===== config.mk =====
export PLATFORM = sky130hd
export DESIGN_NAME = wb_arbiter_flat
export DESIGN_NICKNAME = d
export VERILOG_FILES = /design/src/rtl/mcpu_pkg.sv /design/src/rtl/wb_arbiter_if.sv /design/src/rtl/wb_fifo.sv /design/src/rtl/wb_arbiter.sv /design/src/flat_wrapper.sv
export SDC_FILE = /design/constraint.sdc
export NUM_CORES = 1
export LEC_CHECK = 0
export CORE_AREA = 5 5 140 142
export CTS_CLUSTER_DIAMETER = 40
export DETAILED_ROUTE_END_ITERATION = 8
export DIE_AREA = 0 0 145 147
export PLACE_DENSITY = 0.63
export SYNTH_ARGS = -nofsm -noshare
export SYNTH_HDL_FRONTEND = slang
export SYNTH_SLANG_ARGS = --single-unit

===== constraint.sdc =====
create_clock -name clk -period 5.3 [get_ports clk]
set_clock_uncertainty 0.1 [all_clocks]
set_input_delay 1.59 -clock clk [delete_from_list [all_inputs] [get_ports clk]]
set_output_delay 1.59 -clock clk [all_outputs]
set_load 0.01 [all_outputs]

===== src/rtl/mcpu_pkg.sv =====
// Shared types and constants for the GPR write path.
package mcpu_pkg;

  localparam int REG_AW = 5;
  localparam int DATA_W = 32;

  localparam logic [REG_AW-1:0] REG_ZERO = '0;

  // One pending GPR write: destination register and data.
  typedef struct packed {
    logic [REG_AW-1:0] rw;
    logic [DATA_W-1:0] wd;
  } wb_req_t;

  // Which source owns the GPR write port in a given cycle.
  typedef enum logic [1:0] {
    SRC_NONE = 2'd0,
    SRC_WB   = 2'd1,
    SRC_FIFO = 2'd2,
    SRC_BYP  = 2'd3
  } wr_src_e;

  // r0 is hardwired to zero and never tracked or written.
  function automatic logic is_reg_zero(input logic [REG_AW-1:0] r);
    return r == REG_ZERO;
  endfunction

endpackage


===== src/rtl/wb_arbiter_if.sv =====
// Bundle of the writeback-stage signals around the GPR write arbiter.
interface wb_arbiter_if;
  import mcpu_pkg::*;

  // pipeline writeback
  logic              wb_valid;
  logic [REG_AW-1:0] wb_rw;
  logic [DATA_W-1:0] wb_wd;
  // md dispatch notification from ID
  logic              md_issue;
  logic [REG_AW-1:0] md_issue_rw;
  // md result handshake
  logic              md_valid;
  logic [REG_AW-1:0] md_rw;
  logic [DATA_W-1:0] md_wd;
  logic              md_ready;
  // ID hazard lookup
  logic [REG_AW-1:0] rs;
  logic [REG_AW-1:0] rt;
  logic [REG_AW-1:0] rd;
  logic              busy_rs;
  logic              busy_rt;
  logic              busy_rd;
  // GPR write port
  logic              regWrite;
  logic [REG_AW-1:0] rw;
  logic [DATA_W-1:0] Wd;

  // Arbiter side.
  modport slave (
    input  wb_valid, wb_rw, wb_wd,
    input  md_issue, md_issue_rw,
    input  md_valid, md_rw, md_wd,
    output md_ready,
    input  rs, rt, rd,
    output busy_rs, busy_rt, busy_rd,
    output regWrite, rw, Wd
  );

  // Surrounding pipeline side.
  modport master (
    output wb_valid, wb_rw, wb_wd,
    output md_issue, md_issue_rw,
    output md_valid, md_rw, md_wd,
    input  md_ready,
    output rs, rt, rd,
    input  busy_rs, busy_rt, busy_rd,
    input  regWrite, rw, Wd
  );

endinterface


===== src/rtl/wb_fifo.sv =====
// Small first-word-fall-through FIFO; head is visible combinationally.
module wb_fifo
  import mcpu_pkg::*;
#(
  parameter int  DEPTH     = 2,
  parameter type payload_t = wb_req_t
) (
  input  logic                         clk,
  input  logic                         reset,
  input  logic                         push,
  input  logic                         pop,
  input  payload_t                     push_data,
  output payload_t                     head,
  output logic                         full,
  output logic                         empty,
  output logic [$clog2(DEPTH+1)-1:0]   count
);

  localparam int AW = (DEPTH > 1) ? $clog2(DEPTH) : 1;
  localparam int CW = $clog2(DEPTH+1);

  payload_t        mem [DEPTH];
  logic [AW-1:0]   wr_ptr_reg;
  logic [AW-1:0]   rd_ptr_reg;
  logic [CW-1:0]   count_reg;
  logic            do_push;
  logic            do_pop;

  // Ignore a push into a full FIFO or a pop from an empty one.
  assign do_push = push && !full;
  assign do_pop  = pop && !empty;

  // Pointers wrap naturally because DEPTH is a power of two.
  always_ff @(posedge clk or posedge reset) begin
    if (reset) begin
      wr_ptr_reg <= '0;
      rd_ptr_reg <= '0;
      count_reg  <= '0;
    end else begin
      if (do_push) wr_ptr_reg <= wr_ptr_reg + 1'b1;
      if (do_pop)  rd_ptr_reg <= rd_ptr_reg + 1'b1;
      case ({do_push, do_pop})
        2'b10:   count_reg <= count_reg + 1'b1;
        2'b01:   count_reg <= count_reg - 1'b1;
        default: count_reg <= count_reg;
      endcase
    end
  end

  // Storage needs no reset; only entries below count are ever read.
  always_ff @(posedge clk) begin
    if (do_push) mem[wr_ptr_reg] <= push_data;
  end

  assign head  = mem[rd_ptr_reg];
  assign count = count_reg;
  assign full  = (count_reg == CW'(DEPTH));
  assign empty = (count_reg == '0);

endmodule


===== src/rtl/wb_arbiter.sv =====
// GPR write-port arbiter: pipeline writeback first, then queued md results,
// then md bypass; keeps a pending-write scoreboard for ID hazard stalls.
module wb_arbiter
  import mcpu_pkg::*;
#(
  parameter int DEPTH = 2,
  parameter int NREG  = 32
) (
  input  logic         clk,
  input  logic         reset,
  wb_arbiter_if.slave  bus
);

  localparam int CW = $clog2(DEPTH+1);

  wb_req_t         md_req;
  wb_req_t         head;
  wb_req_t         wr_req;
  wr_src_e         src;
  logic            full;
  logic            empty;
  logic [CW-1:0]   fifo_count;
  logic            md_ready_int;
  logic            md_xfer;
  logic            push;
  logic            pop;
  logic            md_wr;
  logic [NREG-1:0] sb_reg;
  logic [NREG-1:0] sb_next;

  // Readiness depends only on stored occupancy, never on a same-cycle pop.
  assign md_ready_int = (fifo_count < CW'(DEPTH));
  assign bus.md_ready = md_ready_int;
  assign md_xfer      = bus.md_valid && md_ready_int;
  assign md_req       = '{rw: bus.md_rw, wd: bus.md_wd};

  // Pick the write-port owner for this cycle, highest priority first.
  always_comb begin
    src    = SRC_NONE;
    wr_req = '0;
    if (bus.wb_valid) begin
      src    = SRC_WB;
      wr_req = '{rw: bus.wb_rw, wd: bus.wb_wd};
    end else if (!empty) begin
      src    = SRC_FIFO;
      wr_req = head;
    end else if (bus.md_valid) begin
      src    = SRC_BYP;
      wr_req = md_req;
    end
  end

  // A bypassed result is consumed directly and never stored.
  assign push  = md_xfer && (src != SRC_BYP);
  assign pop   = (src == SRC_FIFO);
  assign md_wr = (src == SRC_FIFO) || (src == SRC_BYP);

  assign bus.regWrite = !reset && (src != SRC_NONE) && !is_reg_zero(wr_req.rw);
  assign bus.rw       = wr_req.rw;
  assign bus.Wd       = wr_req.wd;

  wb_fifo #(
    .DEPTH     (DEPTH),
    .payload_t (wb_req_t)
  ) u_fifo (
    .clk       (clk),
    .reset     (reset),
    .push      (push),
    .pop       (pop),
    .push_data (md_req),
    .head      (head),
    .full      (full),
    .empty     (empty),
    .count     (fifo_count)
  );

  // Per-register next state: an issue this cycle beats a retiring md write.
  genvar gi;
  for (gi = 0; gi < NREG; gi++) begin : g_sb
    logic set_hit;
    logic clr_hit;
    assign set_hit     = bus.md_issue && (bus.md_issue_rw == REG_AW'(gi)) && (gi != 0);
    assign clr_hit     = md_wr && (wr_req.rw == REG_AW'(gi));
    assign sb_next[gi] = set_hit | (sb_reg[gi] & ~clr_hit);
  end

  // Scoreboard register.
  always_ff @(posedge clk or posedge reset) begin
    if (reset) sb_reg <= '0;
    else       sb_reg <= sb_next;
  end

  // Busy reflects registered state only, so release lags the write by a cycle.
  assign bus.busy_rs = sb_reg[bus.rs] && !is_reg_zero(bus.rs);
  assign bus.busy_rt = sb_reg[bus.rt] && !is_reg_zero(bus.rt);
  assign bus.busy_rd = sb_reg[bus.rd] && !is_reg_zero(bus.rd);

  // Protocol checks: double issue, result without an issued op, overflow.
  always_ff @(posedge clk) begin
    if (!reset) begin
      assert (!(bus.md_issue && !is_reg_zero(bus.md_issue_rw) && sb_reg[bus.md_issue_rw]));
      assert (!(md_xfer && !is_reg_zero(bus.md_rw) && !sb_reg[bus.md_rw]));
      assert (!(push && full));
    end
  end

endmodule


===== src/flat_wrapper.sv =====
// flat-port wrapper written by rule: the top's interface ports become plain ports
module wb_arbiter_flat import mcpu_pkg::*;
#(
  parameter int DEPTH = 2,
  parameter int NREG  = 32
)
  (clk, reset, bus_wb_valid, bus_wb_rw, bus_wb_wd, bus_md_issue, bus_md_issue_rw, bus_md_valid, bus_md_rw, bus_md_wd, bus_md_ready, bus_rs, bus_rt, bus_rd, bus_busy_rs, bus_busy_rt, bus_busy_rd, bus_regWrite, bus_rw, bus_Wd);
  wb_arbiter_if bus_i ();
  input  logic clk;
  input  logic reset;
  input wire logic [$bits(bus_i.wb_valid)-1:0] bus_wb_valid;
  input wire logic [$bits(bus_i.wb_rw)-1:0] bus_wb_rw;
  input wire logic [$bits(bus_i.wb_wd)-1:0] bus_wb_wd;
  input wire logic [$bits(bus_i.md_issue)-1:0] bus_md_issue;
  input wire logic [$bits(bus_i.md_issue_rw)-1:0] bus_md_issue_rw;
  input wire logic [$bits(bus_i.md_valid)-1:0] bus_md_valid;
  input wire logic [$bits(bus_i.md_rw)-1:0] bus_md_rw;
  input wire logic [$bits(bus_i.md_wd)-1:0] bus_md_wd;
  output wire logic [$bits(bus_i.md_ready)-1:0] bus_md_ready;
  input wire logic [$bits(bus_i.rs)-1:0] bus_rs;
  input wire logic [$bits(bus_i.rt)-1:0] bus_rt;
  input wire logic [$bits(bus_i.rd)-1:0] bus_rd;
  output wire logic [$bits(bus_i.busy_rs)-1:0] bus_busy_rs;
  output wire logic [$bits(bus_i.busy_rt)-1:0] bus_busy_rt;
  output wire logic [$bits(bus_i.busy_rd)-1:0] bus_busy_rd;
  output wire logic [$bits(bus_i.regWrite)-1:0] bus_regWrite;
  output wire logic [$bits(bus_i.rw)-1:0] bus_rw;
  output wire logic [$bits(bus_i.Wd)-1:0] bus_Wd;
  assign bus_i.wb_valid = bus_wb_valid;
  assign bus_i.wb_rw = bus_wb_rw;
  assign bus_i.wb_wd = bus_wb_wd;
  assign bus_i.md_issue = bus_md_issue;
  assign bus_i.md_issue_rw = bus_md_issue_rw;
  assign bus_i.md_valid = bus_md_valid;
  assign bus_i.md_rw = bus_md_rw;
  assign bus_i.md_wd = bus_md_wd;
  assign bus_md_ready = bus_i.md_ready;
  assign bus_i.rs = bus_rs;
  assign bus_i.rt = bus_rt;
  assign bus_i.rd = bus_rd;
  assign bus_busy_rs = bus_i.busy_rs;
  assign bus_busy_rt = bus_i.busy_rt;
  assign bus_busy_rd = bus_i.busy_rd;
  assign bus_regWrite = bus_i.regWrite;
  assign bus_rw = bus_i.rw;
  assign bus_Wd = bus_i.Wd;
  wb_arbiter #(.DEPTH(DEPTH), .NREG(NREG)) u_core (.clk(clk), .reset(reset), .bus(bus_i));
endmodule

# == Word level (Yosys, flattened, before mapping) ==
# Memories as Yosys holds them, arrays and structs flattened.
# Cells that the tools add are included.
# totals
mem_count,1
elab_cells,278
ramBits,74
in_bits,99
regBits,36
out_inout_bits,42
# op_classes
n_bitwise,95
magnitude_cmp,4
n_reduce_logical,87
add_sub_neg,4
n_eq_ne,68
n_mux,15
# mem_list
memory,words,width,read_ports,rd_ports_with_merged_regs,write_ports,line,source
u_core.u_fifo.mem,2,37,1,0,1,wb_fifo.sv:22,payload_t mem [DEPTH];
# ops
cell,n
$eq 5x5->1 const B,32
$mux 37,3
$eq 5x4->1 const B,16
$logic_and 1x1->1,72
$eq 5x3->1 const B,8
$and 1x1->1,32
$not 1->1,32
$or 1x1->1,31
$eq 5x2->1 const B,4
$logic_not 5->1,4
$lt 5x6->1 const B,3
$bmux 1 s5,3
$eq 5x1->1 const B,2
$eq 2x2->1 const B,4
$logic_not 1->1,7
$mux 2,3
$mux 1,5
$pmux 2 s2,1
$reduce_bool 2->1,2
$add 1x1->1 const B,2
$add 2x1->2 const B,1
$eq 2x1->1 const B,1
$logic_not 2->1,1
$lt 2x2->1 const B,1
other kinds (3),3

# == Longest topological paths before layout ==
# Gate-level depths: netlist (run 1).
# depth
ltp_word,9
ltp_mapped,7
mapped_depth_nobuf,6

# == Modules after synthesis ==
# Synthesis (run 1) repeated with hierarchy kept, for this count alone.
# unflattened
cells_unflattened,585
hier_area_um2,6419.9
# modules_own_cells
module,cells_per_inst,area_each_um2,instances,seq_area_each_um2
wb_arbiter,451,3467.1,1,775.7
wb_fifo,134,2952.8,1,2322.2

# == Least setup slack after synthesis (run 1) ==
# No wires, ideal clock.
# synth_timing
kind,input to output
from,in bus_rs[0]
to,out bus_busy_rs
path_stages,6
path_buffers,1
path_slack_ps,665
required_time_ps,3610
arrival_time_ps,2945
path_cell_list,buf_2 > mux4_2 > nor2b_1 > a211oi_1 > a21oi_1 > mux2_2
# synth_between
elab_chain_cells,3
elab_cells_between_ends,5
cone_classes,mux (2); reduce/logical (3)
# synth_rtl
item,line,source
from (decl),flat_wrapper.sv:20,input wire logic [$bits(bus_i.rs)-1:0] bus_rs;
$bmux 1 s5 or $logic_not 5->1 (tied branches),"wb_arbiter.sv:94, mcpu_pkg.sv:25",
$mux 1 (implied by the code) or $logic_not 1->1 (tied branches),wb_arbiter.sv:94,assign bus.busy_rs = sb_reg[bus.rs] && !is_reg_zero(bus.rs);
$logic_and 1x1->1 (*),wb_arbiter.sv:94,
to (decl),flat_wrapper.sv:23,output wire logic [$bits(bus_i.busy_rs)-1:0] bus_busy_rs;
# Mark *: on every way between the ends. The rest lies on a longest branch, timed or not. The select of a mux whose other input is x is not followed.

# == Final worst setup path (run 1) ==
# layout_timing
from,in bus_rt[0]
to,out bus_busy_rt
# layout_between
elab_chain_cells,3
elab_cells_between_ends,5
cone_classes,mux (2); reduce/logical (3)
# layout_rtl
item,line,source
from (decl),flat_wrapper.sv:21,input wire logic [$bits(bus_i.rt)-1:0] bus_rt;
$bmux 1 s5 or $logic_not 5->1 (tied branches),"wb_arbiter.sv:95, mcpu_pkg.sv:25",
$mux 1 (implied by the code) or $logic_not 1->1 (tied branches),wb_arbiter.sv:95,assign bus.busy_rt = sb_reg[bus.rt] && !is_reg_zero(bus.rt);
$logic_and 1x1->1 (*),wb_arbiter.sv:95,
to (decl),flat_wrapper.sv:24,output wire logic [$bits(bus_i.busy_rt)-1:0] bus_busy_rt;
# Marks and branches as above.

==> results of run 1 <==
[power breakdown]
| part | internal (mW) | switching, mW |
|---|---|---|
| Sequential | 1.15 | 0.215 |
| Combinational | 0.726 | 0.709 |
| Clock | 0.465 | 0.302 |
[through the flow]
stage	hold slack (ps)	std cells	area [um^2]	setup slack [ps]	power, mW
floorplan	368	506	5850	665	2.19
global placement	435	877	7650	-212	2.75
detailed placement	456	877	7650	-257	2.79
CTS	467	893	8040	10.3	3.58
global route	492	893	8050	18.4	3.79
finish	460	893	8050	82.0	3.56
[final timing paths]
path / depth (start not counted) / start / slack [ps] / end
worst max-delay path: 7 / bus_rt[0] / 80 / bus_busy_rt
worst min-delay path: 1 / u_core.u_fifo.wr_ptr_reg / 460 / u_core.u_fifo.wr_ptr_reg
worst max register to register: 6 / u_core.u_fifo.count[0] / 2860 / u_core.sb_reg[14]
worst min register to register: 1 / u_core.u_fifo.wr_ptr_reg / 460 / u_core.u_fifo.wr_ptr_reg
max in group asynchronous: 3 / reset / 3180 / u_core.u_fifo.rd_ptr_reg
min in group asynchronous: 3 / reset / 1580 / u_core.u_fifo.wr_ptr_reg
[metal layers]
metal / vias up / share of wire [%] / GRT usage [%] / wire (um)
li1: 2222 / - / - / -
met1: 2313 / 43 / 19.4 / 7030
met2: 213 / 47 / 24.8 / 7720
met3: 21 / 8.1 / 4.41 / 1330
met4: 2 / 1.5 / 3.77 / 251
met5: - / 0.067 / 0 / 11
[placed cells by master, fill, tap and decap left out, types with 3 or more instances in the layout]
cell type        synthesis  layout
mux2_2                   7       7
nand3b_1                 5       5
buf_6                    1       3
nor2_1                  43      40
o21ai_1                 26      27
mux2i_1                 40      40
clkdlybuf4s50_1          0     132
clkbuf_16                0       9
nand2b_1                 6       6
inv_1                   39      39
bufinv_16                0       3
xnor2_1                  4       4
dfrtp_1                 35      34
mux4_2                  20      20
nor2_4                   0       3
o21ai_0                 42      41
a21oi_1                 34      34
dlygate4sd2_1            0       4
a311oi_1                35      34
nor2b_1                  7       7
nand3_1                  9       9
edfxtp_1                74      74
nand2_1                  7       7
buf_4                    1      28
a22o_1                   3       3
or2_2                    3       3
[cells in the mapped netlist (2+ instances only)]
| master | count | share of area [%] |
|---|---|---|
| nand3_1 | 9 | 0.77 |
| mux4_2 | 20 | 7.7 |
| a22o_1 | 3 | 0.45 |
| clkbuf_1 | 16 | 1.0 |
| a211oi_1 | 2 | 0.26 |
| xnor2_1 | 4 | 0.60 |
| or3_1 | 2 | 0.21 |
| a21o_1 | 2 | 0.26 |
| buf_1 | 8 | 0.51 |
| a21oi_1 | 34 | 2.9 |
| edfxtp_1 | 74 | 38 |
| o21ai_1 | 26 | 2.2 |
| a211o_1 | 2 | 0.30 |
| nand2_1 | 7 | 0.45 |
| a311oi_1 | 35 | 5.2 |
| o21ai_0 | 42 | 3.6 |
| nor3_1 | 2 | 0.17 |
| o32a_1 | 2 | 0.34 |
| dfrtp_1 | 35 | 15 |
| o211ai_1 | 2 | 0.26 |
| nand4b_1 | 2 | 0.30 |
| mux2_1 | 2 | 0.38 |
| buf_2 | 8 | 0.68 |
| inv_1 | 39 | 2.5 |
| nor2_1 | 43 | 2.8 |
| nand3b_1 | 5 | 0.64 |
| nor2b_1 | 7 | 0.75 |
| or2_2 | 3 | 0.32 |
| nand2b_1 | 6 | 0.64 |
| mux2i_1 | 40 | 6.8 |
| mux2_2 | 7 | 1.3 |
[critical path, cell delays in order]
cell and delay [ps]:
clkdlybuf4s50_1 470, buf_6 130, mux4_2 490, mux4_2 480
nand2_1 80, o21ai_1 60, clkdlybuf4s15_1 220
[cell type report]
class / count / area (um^2) / area share, %
Multi-Input combinational cell: 324 / 2530 / 31.4
Tap cell: 234 / 293 / 3.64
Clock buffer: 9 / 225 / 2.80
Timing Repair Buffer: 171 / 1630 / 20.3
Sequential cell: 109 / 3100 / 38.5
Inverter: 39 / 146 / 1.82
Clock inverter: 7 / 123 / 1.52
[what timing repair did]
| item | 4_1_cts | 5_1_grt |
|---|---|---|
| hold buffers | 0 | 0 |
| resized for setup | 16 | 5 |
| hold endpoints to repair | 0 | 0 |
| setup endpoints to repair | 4 | 4 |
[cells by family after synthesis]
group                    count (synthesis)  share of synthesized area, %
AO/OA/AOI/OAI                          156                          16.8
adder cells (fa/ha/maj)                  1                         0.214
buffers and inverters                   73                          5.04
multiplexers                            69                          16.3
XOR/XNOR                                 5                         0.748
AND/OR/NAND/NOR                         93                          8.04
flip-flops                             109                          52.9
==> results_dict.tcl, run 1 <==
set metrics [dict create \
    outcome "completed" \
    cts_tree "done" \
    drv_slew 0 \
    tightest_slew_ps 750 \
    coreArea_um2 18300 \
    cts_root_buf "clkbuf_16" \
    largest_reg_flops 74 \
    hold_path_class "reg2reg" \
    max_cap_violations 0 \
    fillers 1694 \
    post-route-drc-count 0 \
    p_per_area_nw_per_um2 443 \
    ys.flop_type "edfxtp_1" \
    die_x_um 145 \
    grtUsageTotal_pct 15.0 \
    drt-total-wl_um 16300 \
    viasPerCell 5.34 \
    irDropWorstVdd_mv 0.193 \
    cp-start-kind "input port" \
    gp_congestion 0.870 \
    cp_max_fo 5 \
    avgSynthCellArea_um2 11.6 \
    antenna_found_initial 1 \
    die_area_um2 21300 \
    grt_pass1_vias 4990 \
    fin_nets 754 \
    required_ps 3610 \
    finalSetupViolations 0 \
    clk_latency_ps 340 \
    final_antenna_net_count 0 \
    dp_hpwl_um 11700 \
    antenna_cells 0 \
    max_freq_mhz 192 \
    drtIter0Drc 311 \
    relSlewSlack_pct 49.8 \
    h-tree-depth 3 \
    port_buffers 140 \
    wire_per_inst_um 18.3 \
    fin_setup_tns_ps 0 \
    cp-end-kind "output pin" \
    syn-num-nets 606 \
    synthToLayoutAreaGrowth_pct 37.4 \
    grt_first_pass_wirelength_um 26400 \
    clock_sinks 109 \
    rsz0062_at_grt "false" \
    synth_edf_count 74 \
    ys_seq_area_share_pct 52.9 \
    path_class "in2out" \
    yosysWarnings 0 \
    min_period_over_period_pct 98.5 \
    ios 141 \
    final_util_pct 43.9 \
    ys_seq_elements 109 \
    dr.pass1.iters 5 \
    path_clk_slew_ps 70 \
    async_flop_share_pct 32.1 \
    initial_utilization_pct 31.9 \
    synth_cells 506 \
    post_cts_buffers 0 \
    clk_path_buf_depth 2 \
    layout-drive-gt1-share_pct 14.0 \
    cts_made_buffers 9 \
    finalHoldViolations 0 \
    grt_max_degree 66 \
    vias 4771 \
    period_needed_ps 5220 \
    cp_data_arrival_time_ps 3530 \
    p_leak_nw 3.03 \
    grt-ovfl-total 0 \
    netlist_area_um2 5850 \
    rows 50 \
    ys_types 48 \
    fp.dieH_um 147 \
]
No activity file was read; power rests on OpenSTA's default activity.
==> run 2: changes to the inputs <==
--- a/config.mk
+++ b/config.mk
@@ -5,10 +5,11 @@
 export SDC_FILE = /design/constraint.sdc
 export NUM_CORES = 1
 export LEC_CHECK = 0
-export CORE_AREA = 5 5 140 142
+export CORE_AREA = 5 5 119 166
 export CTS_CLUSTER_DIAMETER = 40
 export DETAILED_ROUTE_END_ITERATION = 8
-export DIE_AREA = 0 0 145 147
+export DIE_AREA = 0 0 124 171
+export GPL_ROUTABILITY_DRIVEN = 0
 export PLACE_DENSITY = 0.63
 export SYNTH_ARGS = -nofsm -noshare
 export SYNTH_HDL_FRONTEND = slang
==> constraint.sdc (replaced) <==
create_clock -name clk -period 4.9 [get_ports clk]
set_clock_uncertainty 0.1 [all_clocks]
set_input_delay 1.47 -clock clk [delete_from_list [all_inputs] [get_ports clk]]
set_output_delay 1.47 -clock clk [all_outputs]
set_load 0.01 [all_outputs]
==> run 2 against run 1 <==
Flip-flop and latch count did not move. Hold slack got worse by 8.9 ps. Final cell count rose by 2.0%. Combinational power rose by 8%. Cell area rose by 0.34%. Setup slack improved by 74 ps. Global-route usage rose by 0.58 points. Total power rose by 5.4%. Die area fell by 0.52%. Utilization rose by 0.38 points. Critical endpoint is now bus_busy_rd. Highest routed layer is now met4.
==> results_dict.tcl, run 2 (synthesis gave the netlist of run 1 again) <==
set metrics [dict create \
    synthToLayoutAreaGrowth_pct 37.9 \
    power_frac_seq_pct 38.9 \
    critPathTopFamily "buffers and inverters" \
    fin_nets 761 \
    max_cap_violations 0 \
    path_class "in2out" \
    p_int_mw 2.43 \
    period_needed_ps 4740 \
    ios 141 \
    cts_made_buffers 9 \
    path_clk_slew_ps 70 \
    fillers 1725 \
    dr.pass1.iters 4 \
    vias 4793 \
    wire_per_inst_um 18.0 \
    min_period_over_period_pct 96.8 \
    dpl_cell_area_um2 7740 \
    grt_max_degree 65 \
    relSlewSlack_pct 57.2 \
    max_freq_mhz 211 \
    drtIter0Drc 238 \
    outcome "completed" \
    path_cells "clkdlybuf4s50_1 -> buf_4 -> or3_1 -> o21ai_0 -> o32a_1 -> o21ai_1 -> dlygate4sd2_1" \
    instances_no_fill 911 \
    clk_latency_ps 340 \
    holdWs_ps 451 \
    slowest_delay_ps 540 \
    cp_data_arrival_time_ps 3170 \
    initial_utilization_pct 32.1 \
    final_antenna_net_count 0 \
    fp.dieH_um 171 \
    critPathSlowestCell "clkdlybuf4s50_1" \
    irDropWorstVdd_mv 0.190 \
    die_x_um 124 \
    hold_path_class "reg2reg" \
    final_util_pct 44.3 \
    switchingPower_mw 1.32 \
    port_buffers 140 \
    grt_pass1_vias 5063 \
    cp_num_buf_inv 3 \
    p_per_area_nw_per_um2 465 \
    rows 59 \
    cp-end-kind "output pin" \
    grt_first_pass_wirelength_um 26000 \
    layout_common_cells "127 x clkdlybuf4s50_1, 74 x edfxtp_1, 42 x o21ai_0" \
    die_area_um2 21200 \
    fin_setup_tns_ps 0 \
    r2r_slack_ps 2540 \
    dp_hpwl_um 12400 \
    h-tree-depth 3 \
    cp_max_fo 5 \
    cts_root_buf "clkbuf_16" \
    drt-total-wl_um 16400 \
    pwr-share-comb_pct 41.3 \
    required_ps 3330 \
    hold_path_end "u_core.u_fifo.wr_ptr_reg" \
    final_common_cell "clkdlybuf4s50_1" \
    rsz0062_at_grt "false" \
    tightest_slew_ps 640 \
    cp-start-kind "input port" \
    min-delay-start "u_core.u_fifo.wr_ptr_reg" \
    largest_reg_flops 74 \
    timing.rr.end "u_core.sb_reg[15]" \
    coreArea_um2 18200 \
    finalHoldViolations 0 \
    sw_frac_of_total_pct 35.2 \
    post-route-drc-count 0 \
    p_clk_share_pct 19.7 \
    grt-ovfl-total 0 \
    antenna_found_initial 1 \
    dp_cells 894 \
    grtUsageTotal_pct 15.6 \
    cts_tree "done" \
    clk_path_buf_depth 2 \
    layout-drive-gt1-share_pct 14.9 \
    r2r_start "u_core.u_fifo.count[0]" \
    clock_sinks 109 \
    fin_area_um2 8070 \
    viasPerCell 5.26 \
    p_leak_nw 3.06 \
    hold_path_depth 1 \
    ctsHoldBuffers 0 \
    drv_slew 0 \
    finalSetupViolations 0 \
    r2r_cells 6 \
]
[run 2: worst max-delay path by stage]
stage                             end  startpoint  cells past startpoint  slack [ps]
after global routing      bus_busy_rt   bus_rt[1]                      7          60
final                     bus_busy_rd   bus_rd[1]                      7         160
after detailed placement  bus_busy_rd   bus_rd[0]                      6        -500
after global placement    bus_busy_rd   bus_rd[0]                      6        -440
after floorplan           bus_busy_rs   bus_rs[0]                      6         500
after CTS                 bus_busy_rd   bus_rd[2]                      7         -40
[run 2: power by group through the flow]
stage	registers, mW	clock network [mW]	logic [mW]
finish	1.46	0.740	1.55
global route	1.48	0.798	1.71
CTS	1.46	0.761	1.57
detailed placement	1.47	0	1.56
global placement	1.46	0	1.53
floorplan	1.36	0	1.01
[run 2: final cells by class]
cell class,count,area [um^2],area share [%]
clock inverters,7,80.1,0.992
inverters,39,146,1.81
repair buffers,178,1710,21.1
multi-input cells,324,2510,31.1
diodes,1,2.50,0.0310
flip-flops and latches,109,3100,38.4
clock buffers,9,225,2.79
well taps,244,305,3.78
[run 2: layer usage]
layer  routed length [um]  track usage [%]
met1                 6470             18.6
met5                    0                0
met2                 8030             26.5
met3                 1380             4.53
met4                  475             5.72
[run 2: through the flow]
| stage | setup slack, ps | total power, mW |
|---|---|---|
| 3_3_place_gp | -439 | 2.99 |
| 5_1_grt | 56.3 | 3.99 |
| 6_report | 156 | 3.75 |
| 3_5_place_dp | -504 | 3.03 |
| 2_1_floorplan | 505 | 2.37 |
| 4_1_cts | -40.5 | 3.78 |
[run 2: what timing repair did]
item | CTS | global route
gates cloned | 0 | 0
setup endpoints to repair | 11 | 11
pin swaps | 1 | 1
buffers inserted | 0 | 0
gates resized for setup | 18 | 9
